===== config.mk =====
export PLATFORM = sky130hd
export DESIGN_NAME = lc3_hazard_ctrl
export DESIGN_NICKNAME = d
export VERILOG_FILES = /design/src/rtl/lc3_hazard_pkg.sv /design/src/rtl/lc3_hazard_ctrl_src_decode.sv /design/src/rtl/lc3_hazard_ctrl.sv
export SDC_FILE = /design/constraint.sdc
export NUM_CORES = 1
export LEC_CHECK = 0
export ABC_AREA = 1
export BUFFER_PORTS_ARGS = -buffer_cell sky130_fd_sc_hd__buf_2
export CAP_MARGIN = 20
export CORE_MARGIN = 8
export CORE_UTILIZATION = 40
export CTS_CLUSTER_SIZE = 16
export DETAILED_ROUTE_END_ITERATION = 16
export PLACE_DENSITY = 0.71
export SYNTH_ARGS = -nofsm -noshare
export SYNTH_HDL_FRONTEND = slang
export SYNTH_HIERARCHICAL = 1
export SYNTH_SLANG_ARGS = --single-unit

===== constraint.sdc =====
create_clock -name clock -period 1.5 [get_ports clock]
set_input_delay 0.3 -clock clock [delete_from_list [all_inputs] [get_ports clock]]
set_output_delay 0.3 -clock clock [all_outputs]
set_load 0.05 [all_outputs]

===== src/rtl/lc3_hazard_pkg.sv =====
// Shared types for the LC3 execute-stage hazard sequencer: opcodes, FSM states,
// the per-stage shadow record and the destination decoder.
package lc3_hazard_pkg;

    localparam logic [3:0] OP_ADD = 4'b0001;
    localparam logic [3:0] OP_AND = 4'b0101;
    localparam logic [3:0] OP_NOT = 4'b1001;
    localparam logic [3:0] OP_LEA = 4'b1110;
    localparam logic [3:0] OP_LD  = 4'b0010;
    localparam logic [3:0] OP_LDR = 4'b0110;
    localparam logic [3:0] OP_LDI = 4'b1010;
    localparam logic [3:0] OP_ST  = 4'b0011;
    localparam logic [3:0] OP_STR = 4'b0111;
    localparam logic [3:0] OP_STI = 4'b1011;
    localparam logic [3:0] OP_JMP = 4'b1100;

    typedef enum logic {
        ST_RUN    = 1'b0,
        ST_BUBBLE = 1'b1
    } haz_state_t;

    typedef struct packed {
        logic       valid;
        logic [2:0] dr;
        logic       wr;
        logic       ld;
    } stage_info_t;

    localparam stage_info_t STAGE_EMPTY = '0;

    // Returns the destination record with valid=1; the caller qualifies valid.
    function automatic stage_info_t decode_info(input logic [15:0] ir);
        stage_info_t info;
        info.valid = 1'b1;
        info.dr    = ir[11:9];
        info.wr    = 1'b0;
        info.ld    = 1'b0;
        case (ir[15:12])
            OP_ADD, OP_AND, OP_NOT, OP_LEA: info.wr = 1'b1;
            OP_LD, OP_LDR, OP_LDI: begin
                info.wr = 1'b1;
                info.ld = 1'b1;
            end
            default: info.wr = 1'b0;
        endcase
        return info;
    endfunction

endpackage


===== src/rtl/lc3_hazard_ctrl_src_decode.sv =====
// Source-register decoder: extracts src1/src2 of an LC3 instruction and flags
// which of them the instruction actually reads.
module lc3_src_decode
    import lc3_hazard_pkg::*;
(
    input  logic [15:0] i_ir,
    output logic [2:0]  o_src1,
    output logic [2:0]  o_src2,
    output logic        o_use1,
    output logic        o_use2
);

    logic [3:0] w_op;
    logic       w_unused_ir_bits;

    assign w_op             = i_ir[15:12];
    assign w_unused_ir_bits = ^i_ir[4:3];
    assign o_src1           = i_ir[8:6];

    always_comb begin
        o_use1 = 1'b0;
        case (w_op)
            OP_ADD, OP_AND, OP_NOT, OP_LDR, OP_STR, OP_JMP: o_use1 = 1'b1;
            default: o_use1 = 1'b0;
        endcase
    end

    // Stores read their data register through the src2 path.
    always_comb begin
        o_src2 = i_ir[2:0];
        o_use2 = 1'b0;
        case (w_op)
            OP_ADD, OP_AND: begin
                o_src2 = i_ir[2:0];
                o_use2 = ~i_ir[5];
            end
            OP_ST, OP_STR, OP_STI: begin
                o_src2 = i_ir[11:9];
                o_use2 = 1'b1;
            end
            default: begin
                o_src2 = i_ir[2:0];
                o_use2 = 1'b0;
            end
        endcase
    end

endmodule


===== src/rtl/lc3_hazard_ctrl.sv =====
// LC3 execute-stage hazard sequencer: bypass selects, stage enables and a
// one-cycle load-use bubble. Optional stall counter under LC3_HAZ_STATS_EN.
module lc3_hazard_ctrl
    import lc3_hazard_pkg::*;
(
    input  logic        clock,
    input  logic        reset,
    input  logic        dec_valid,
    input  logic [15:0] dec_IR,
    input  logic        mem_busy,
    output logic        enable_fetch,
    output logic        enable_decode,
    output logic        enable_execute,
    output logic        ex_bubble,
    output logic        bypass_alu_1,
    output logic        bypass_alu_2,
    output logic        bypass_mem_1,
    output logic        bypass_mem_2
`ifdef LC3_HAZ_STATS_EN
    ,
    output logic [15:0] stall_count
`endif
);

    haz_state_t  r_state;
    haz_state_t  w_state_next;
    stage_info_t r_e;
    stage_info_t r_m;
    stage_info_t w_x_info;
    logic        r_ex_bubble;
    logic [1:0]  r_bypass_alu;
    logic [1:0]  r_bypass_mem;

    logic [2:0]  w_src [0:1];
    logic [1:0]  w_use;
    logic [1:0]  w_match_e;
    logic [1:0]  w_match_m;
    logic        w_hazard;
    logic        w_stall;
    logic        w_advance;

    lc3_src_decode u_src_decode (
        .i_ir   (dec_IR),
        .o_src1 (w_src[0]),
        .o_src2 (w_src[1]),
        .o_use1 (w_use[0]),
        .o_use2 (w_use[1])
    );

    generate
        for (genvar gi = 0; gi < 2; gi++) begin : g_match
            assign w_match_e[gi] = r_e.valid & r_e.wr & w_use[gi] & (r_e.dr == w_src[gi]);
            assign w_match_m[gi] = r_m.valid & r_m.wr & w_use[gi] & (r_m.dr == w_src[gi]);
        end
    endgenerate

    always_comb begin
        w_x_info       = decode_info(dec_IR);
        w_x_info.valid = dec_valid;
    end

    // E is always invalid in BUBBLE, so the hazard cannot re-trigger there.
    assign w_hazard  = dec_valid & r_e.ld & (|w_match_e);
    assign w_stall   = (r_state == ST_RUN) & w_hazard;
    assign w_advance = ~mem_busy;

    always_ff @(posedge clock or negedge reset) begin
        if (!reset) begin
            r_state <= ST_RUN;
        end else begin
            r_state <= w_state_next;
        end
    end

    always_comb begin
        w_state_next = r_state;
        if (w_advance) begin
            case (r_state)
                ST_RUN:    w_state_next = w_hazard ? ST_BUBBLE : ST_RUN;
                ST_BUBBLE: w_state_next = ST_RUN;
                default:   w_state_next = ST_RUN;
            endcase
        end
    end

    always_comb begin
        enable_execute = reset & ~mem_busy;
        enable_decode  = reset & ~mem_busy & ~w_stall;
        enable_fetch   = reset & ~mem_busy & ~w_stall;
    end

    always_ff @(posedge clock or negedge reset) begin
        if (!reset) begin
            r_e          <= STAGE_EMPTY;
            r_m          <= STAGE_EMPTY;
            r_ex_bubble  <= 1'b1;
            r_bypass_alu <= 2'b00;
            r_bypass_mem <= 2'b00;
        end else if (w_advance) begin
            r_m <= r_e;
            if (w_stall) begin
                r_e          <= STAGE_EMPTY;
                r_ex_bubble  <= 1'b1;
                r_bypass_alu <= 2'b00;
                r_bypass_mem <= 2'b00;
            end else begin
                r_e          <= w_x_info;
                r_ex_bubble  <= ~dec_valid;
                // The younger producer in E wins over M for the same operand.
                r_bypass_alu <= w_match_e & {2{~r_e.ld}};
                r_bypass_mem <= ~w_match_e & w_match_m & {2{r_m.ld}};
            end
        end
    end

    assign ex_bubble    = r_ex_bubble;
    assign bypass_alu_1 = r_bypass_alu[0];
    assign bypass_alu_2 = r_bypass_alu[1];
    assign bypass_mem_1 = r_bypass_mem[0];
    assign bypass_mem_2 = r_bypass_mem[1];

`ifdef LC3_HAZ_STATS_EN
    logic [15:0] r_stall_count;

    always_ff @(posedge clock or negedge reset) begin
        if (!reset) begin
            r_stall_count <= 16'h0000;
        end else if (w_advance && w_stall && (r_stall_count != 16'hFFFF)) begin
            r_stall_count <= r_stall_count + 16'h0001;
        end
    end

    assign stall_count = r_stall_count;
`endif

endmodule


==> metrics.md <==
| Metric | Value |
|---|---|
| Worst-Margin Slew | 0.242 ns |
| Most frequent CP cell | nand2_1 |
| Switching fraction of total power | 0.317 |
| Router iterations before antenna repair | 4 |
| Critical path data arrival time | 1.47 ns |
| CTS H-Tree Depth | 1 |
| Reg2Reg Depth | 10 |
| Placed cells | 241 |
| RSZ-0062 raised after global routing | true |
| Via density | 4.62 |
| Internal Power | 0.800 mW |
| Lkg Pwr | 0.882 nW |
| Data required time of the worst path | 1.20 ns |
| CP cell instances | inv_2 -> nand2_1 -> nand2_1 -> nor2_2 -> nand2_2 -> nand2_4 -> a21boi_4 -> buf_6 |
| WP depth | 8 |
| Netlist Area Pre-Place | 1160 um2 |
| Post-synthesis net count | 195 |
| Tmin final | 1.77 ns |
| Area leader, netlist | dfrtp_1 |
| Syn Inst Count | 175 |
| Worst setup EP type | primary output |
| Hold/Removal Path Class | in2reg |
| Yosys warns | 6 |
| Post-route insts no fill | 249 |
| Routed WL | 2840 um |
| Pre-CTS setup slack | -0.393 ns |
| Outcome | complete, but fails checks |
| Fmax | 566 MHz |
| Clk_skew | 0.00681 ns |
| First-pass GRT wire length | 4930 um |
| Crit-path max FO | 4 |
| Top cells by area, synth | dfrtp_1 37%, nand2_1 22%, inv_1 6.8% |
| DRC | 0 |
| CP delay by family, top | flip-flops |
| Hold Vio Cnt, Final | 0 |
| Final period util | 1.18 |
| Reg-to-reg startpoint | r_e[3]$_DFFE_PN0N_ |
| Pwr Density | 746 nW/um2 |
| Final setup fails | 2 |
| Slew headroom | 0.839 |
| Syn_area_per_cell | 6.61 um2 |
| Startpoint Class | register |
| Nets | 239 |
| Global-route total usage across every layer | 0.118 |
| Number of fill cells | 262 |
| Synth top area share | 0.368 |
| Post-DP HPWL | 2250 um |
| Max Slew Vio Count | 0 |
| #FFs+latches synth | 18 |
| Combinational share of power | 0.269 |
| CP max-delay cell | dfrtp_1 |
| Layout area overhead | 35.7% |
| Final ANT Viol Nets | 0 |
| CTS Buf Count | 3 |
| Initial antenna violation count | 0 |
| Sequential-to-total area share from yosys stat | 0.390 |
| Hold Path Stages | 4 |
| WS Path Type | reg2out |
| Starting density of the core | 0.420 |
| Switch Pwr | 0.371 mW |
| Vias in the first global route | 1121 |
| Worst VDD drop | 0.786 mV |
| I/O pin total | 28 |
| Die area | 4870 um2 |
| ANT cells | 0 |
| Vias | 1150 |
| Clk buf depth | 2 |
| Gpl congestion | 0.888 |
| Root Driver | clkbuf_4 |
| Crit path buf inv count | 2 |
| Sequential share of power | 0.472 |
| WL/cell | 11.4 um |
| Rows | 19 |
| Die Y | 69.8 um |
| Port buffer count | 25 |
| TritonCTS clock tree | built |
| Largest net degree at the start of global routing | 19 |
| Global route overflow | 0 |
| Maxcap violations | 0 |
| Final Worst Setup Slack | -0.268 ns |
| Crit path largest cell delay | 0.44 ns |
| Clock share of power | 0.259 |
| Worst-Skew Late Latency | 0.30 ns |
| Core area | 2760 um2 |
| Yosys cell types | 21 |
| Layout cells sized above 1 | 0.349 |
| Failing checks | setup timing |
| Iteration-0 DRC Markers | 62 |
| Chip width | 69.8 um |
| Worst Hold Launch | dec_valid |
| Clock sink count | 18 |
| Crit path launch | r_e[3]$_DFFE_PN0N_ |
| Worst-path clk slew | 0.11 ns |
cells by family (layout without fill, tap and decap cells):
logic type	Yosys count	count (layout)	synth area share
xor+xnor	1	1	0.00757
compound gates	17	17	0.0789
flops	18	18	0.390
buf+inv	31	74	0.123
simple gates	108	108	0.400
power by group through the flow:
stage / sequential (mW) / combinational (mW) / clock, mW
after floorplan: 0.567 / 0.180 / 0
after global placement: 0.561 / 0.287 / 0
after detailed placement: 0.562 / 0.291 / 0
after CTS: 0.552 / 0.310 / 0.316
after global routing: 0.559 / 0.354 / 0.337
final: 0.553 / 0.315 / 0.304
stage by stage:
step	power [mW]	area, um2	util	hold slack [ns]	setup TNS (ns)
global route	1.25	1570	0.569	0.260	-0.724
CTS	1.18	1540	0.559	0.246	-0.555
global placement	0.848	1440	0.523	0.303	-2.23
detailed placement	0.852	1440	0.523	0.308	-2.54
finish	1.17	1570	0.569	0.247	-0.535
floorplan	0.748	1210	-	0.00441	-0.448
final cells by class:
class                      count  area [um2]  area share
multi-input combinational    126         646       0.411
clock buffer                   4        36.3      0.0231
sequential                    18         452       0.288
tap                           31        38.8      0.0247
timing repair buffer          46         308       0.196
inverter                      24        90.1      0.0574
Yosys cell counts, drive strengths merged:
| cell type | count |
|---|---|
| dfrtp | 17 |
| clkbuf | 1 |
| and3 | 1 |
| xnor2 | 1 |
| a21boi | 1 |
| nand3 | 12 |
| dfstp | 1 |
| buf | 6 |
| nor2 | 19 |
| inv | 24 |
| o21ai | 12 |
| nand3b | 2 |
| nand2 | 74 |
| a21oi | 4 |
worst min-delay path, cell delays in order:
cell	delay, ns
buf_2	0.11
nand2_2	0.05
nand2_1	0.04
nand2_1	0.04
timing repair:
| item | in CTS | in global routing |
|---|---|---|
| hold endpoints to repair | 17 | 0 |
| hold buffers | 1 | 0 |
| endpoints found under the setup margin | 2 | 2 |
| pin swaps | 8 | 1 |
| gates resized for setup | 14 | 3 |
| setup buffers | 1 | 2 |
worst paths after layout:
check / slack [ns] / endpoint
min in group asynchronous: 0.52 / r_e[3]$_DFFE_PN0N_
setup / recovery: -0.27 / enable_decode
hold / removal: 0.25 / ex_bubble$_DFFE_PN1N_
max in group asynchronous: 0.72 / ex_bubble$_DFFE_PN1N_
hold reg to reg: 0.47 / ex_bubble$_DFFE_PN1N_
setup reg to reg: 0.13 / r_e[0]$_DFFE_PN0N_
per-layer routing:
metal  track usage  part of all wire  vias to the layer above
met5             0                 0                        -
met3        0.0386             0.036                        2
met2         0.216              0.50                       20
met4        0.0134            0.0042                        0
met1         0.131              0.45                      510
li1              -                 -                      618
cell usage in the layout, fill, tap and decap left out:
| cell | netlist | routed |
|---|---|---|
| o21ai_0 | 10 | 10 |
| dlygate4sd3_1 | 0 | 1 |
| o21ai_1 | 1 | 1 |
| inv_1 | 21 | 20 |
| nand3_4 | 0 | 1 |
| nor2_1 | 15 | 13 |
| nand3b_1 | 2 | 2 |
| nand2_4 | 2 | 1 |
| buf_4 | 5 | 24 |
| and3_1 | 1 | 1 |
| nor2_4 | 0 | 2 |
| a21oi_1 | 4 | 3 |
| o21ai_2 | 1 | 1 |
| nand2_1 | 69 | 62 |
| clkbuf_4 | 0 | 3 |
| buf_2 | 0 | 19 |
| a21oi_2 | 0 | 1 |
| nor2_2 | 4 | 4 |
| xnor2_1 | 1 | 1 |
| dfstp_2 | 1 | 1 |
| dfrtp_1 | 17 | 17 |
| nand2_8 | 0 | 2 |
| a21boi_4 | 0 | 1 |
| nand3_1 | 12 | 11 |
| inv_2 | 3 | 4 |
| clkbuf_8 | 0 | 1 |
| buf_6 | 1 | 2 |
| nand2_2 | 3 | 9 |
registers in the layout, summed over array words and instances (netlist names):
signal        cells
r_bypass_alu      2
r_m               6
ex_bubble         1
r_bypass_mem      2
r_state           1
r_e               6
(Power assumes the default switching activity.)
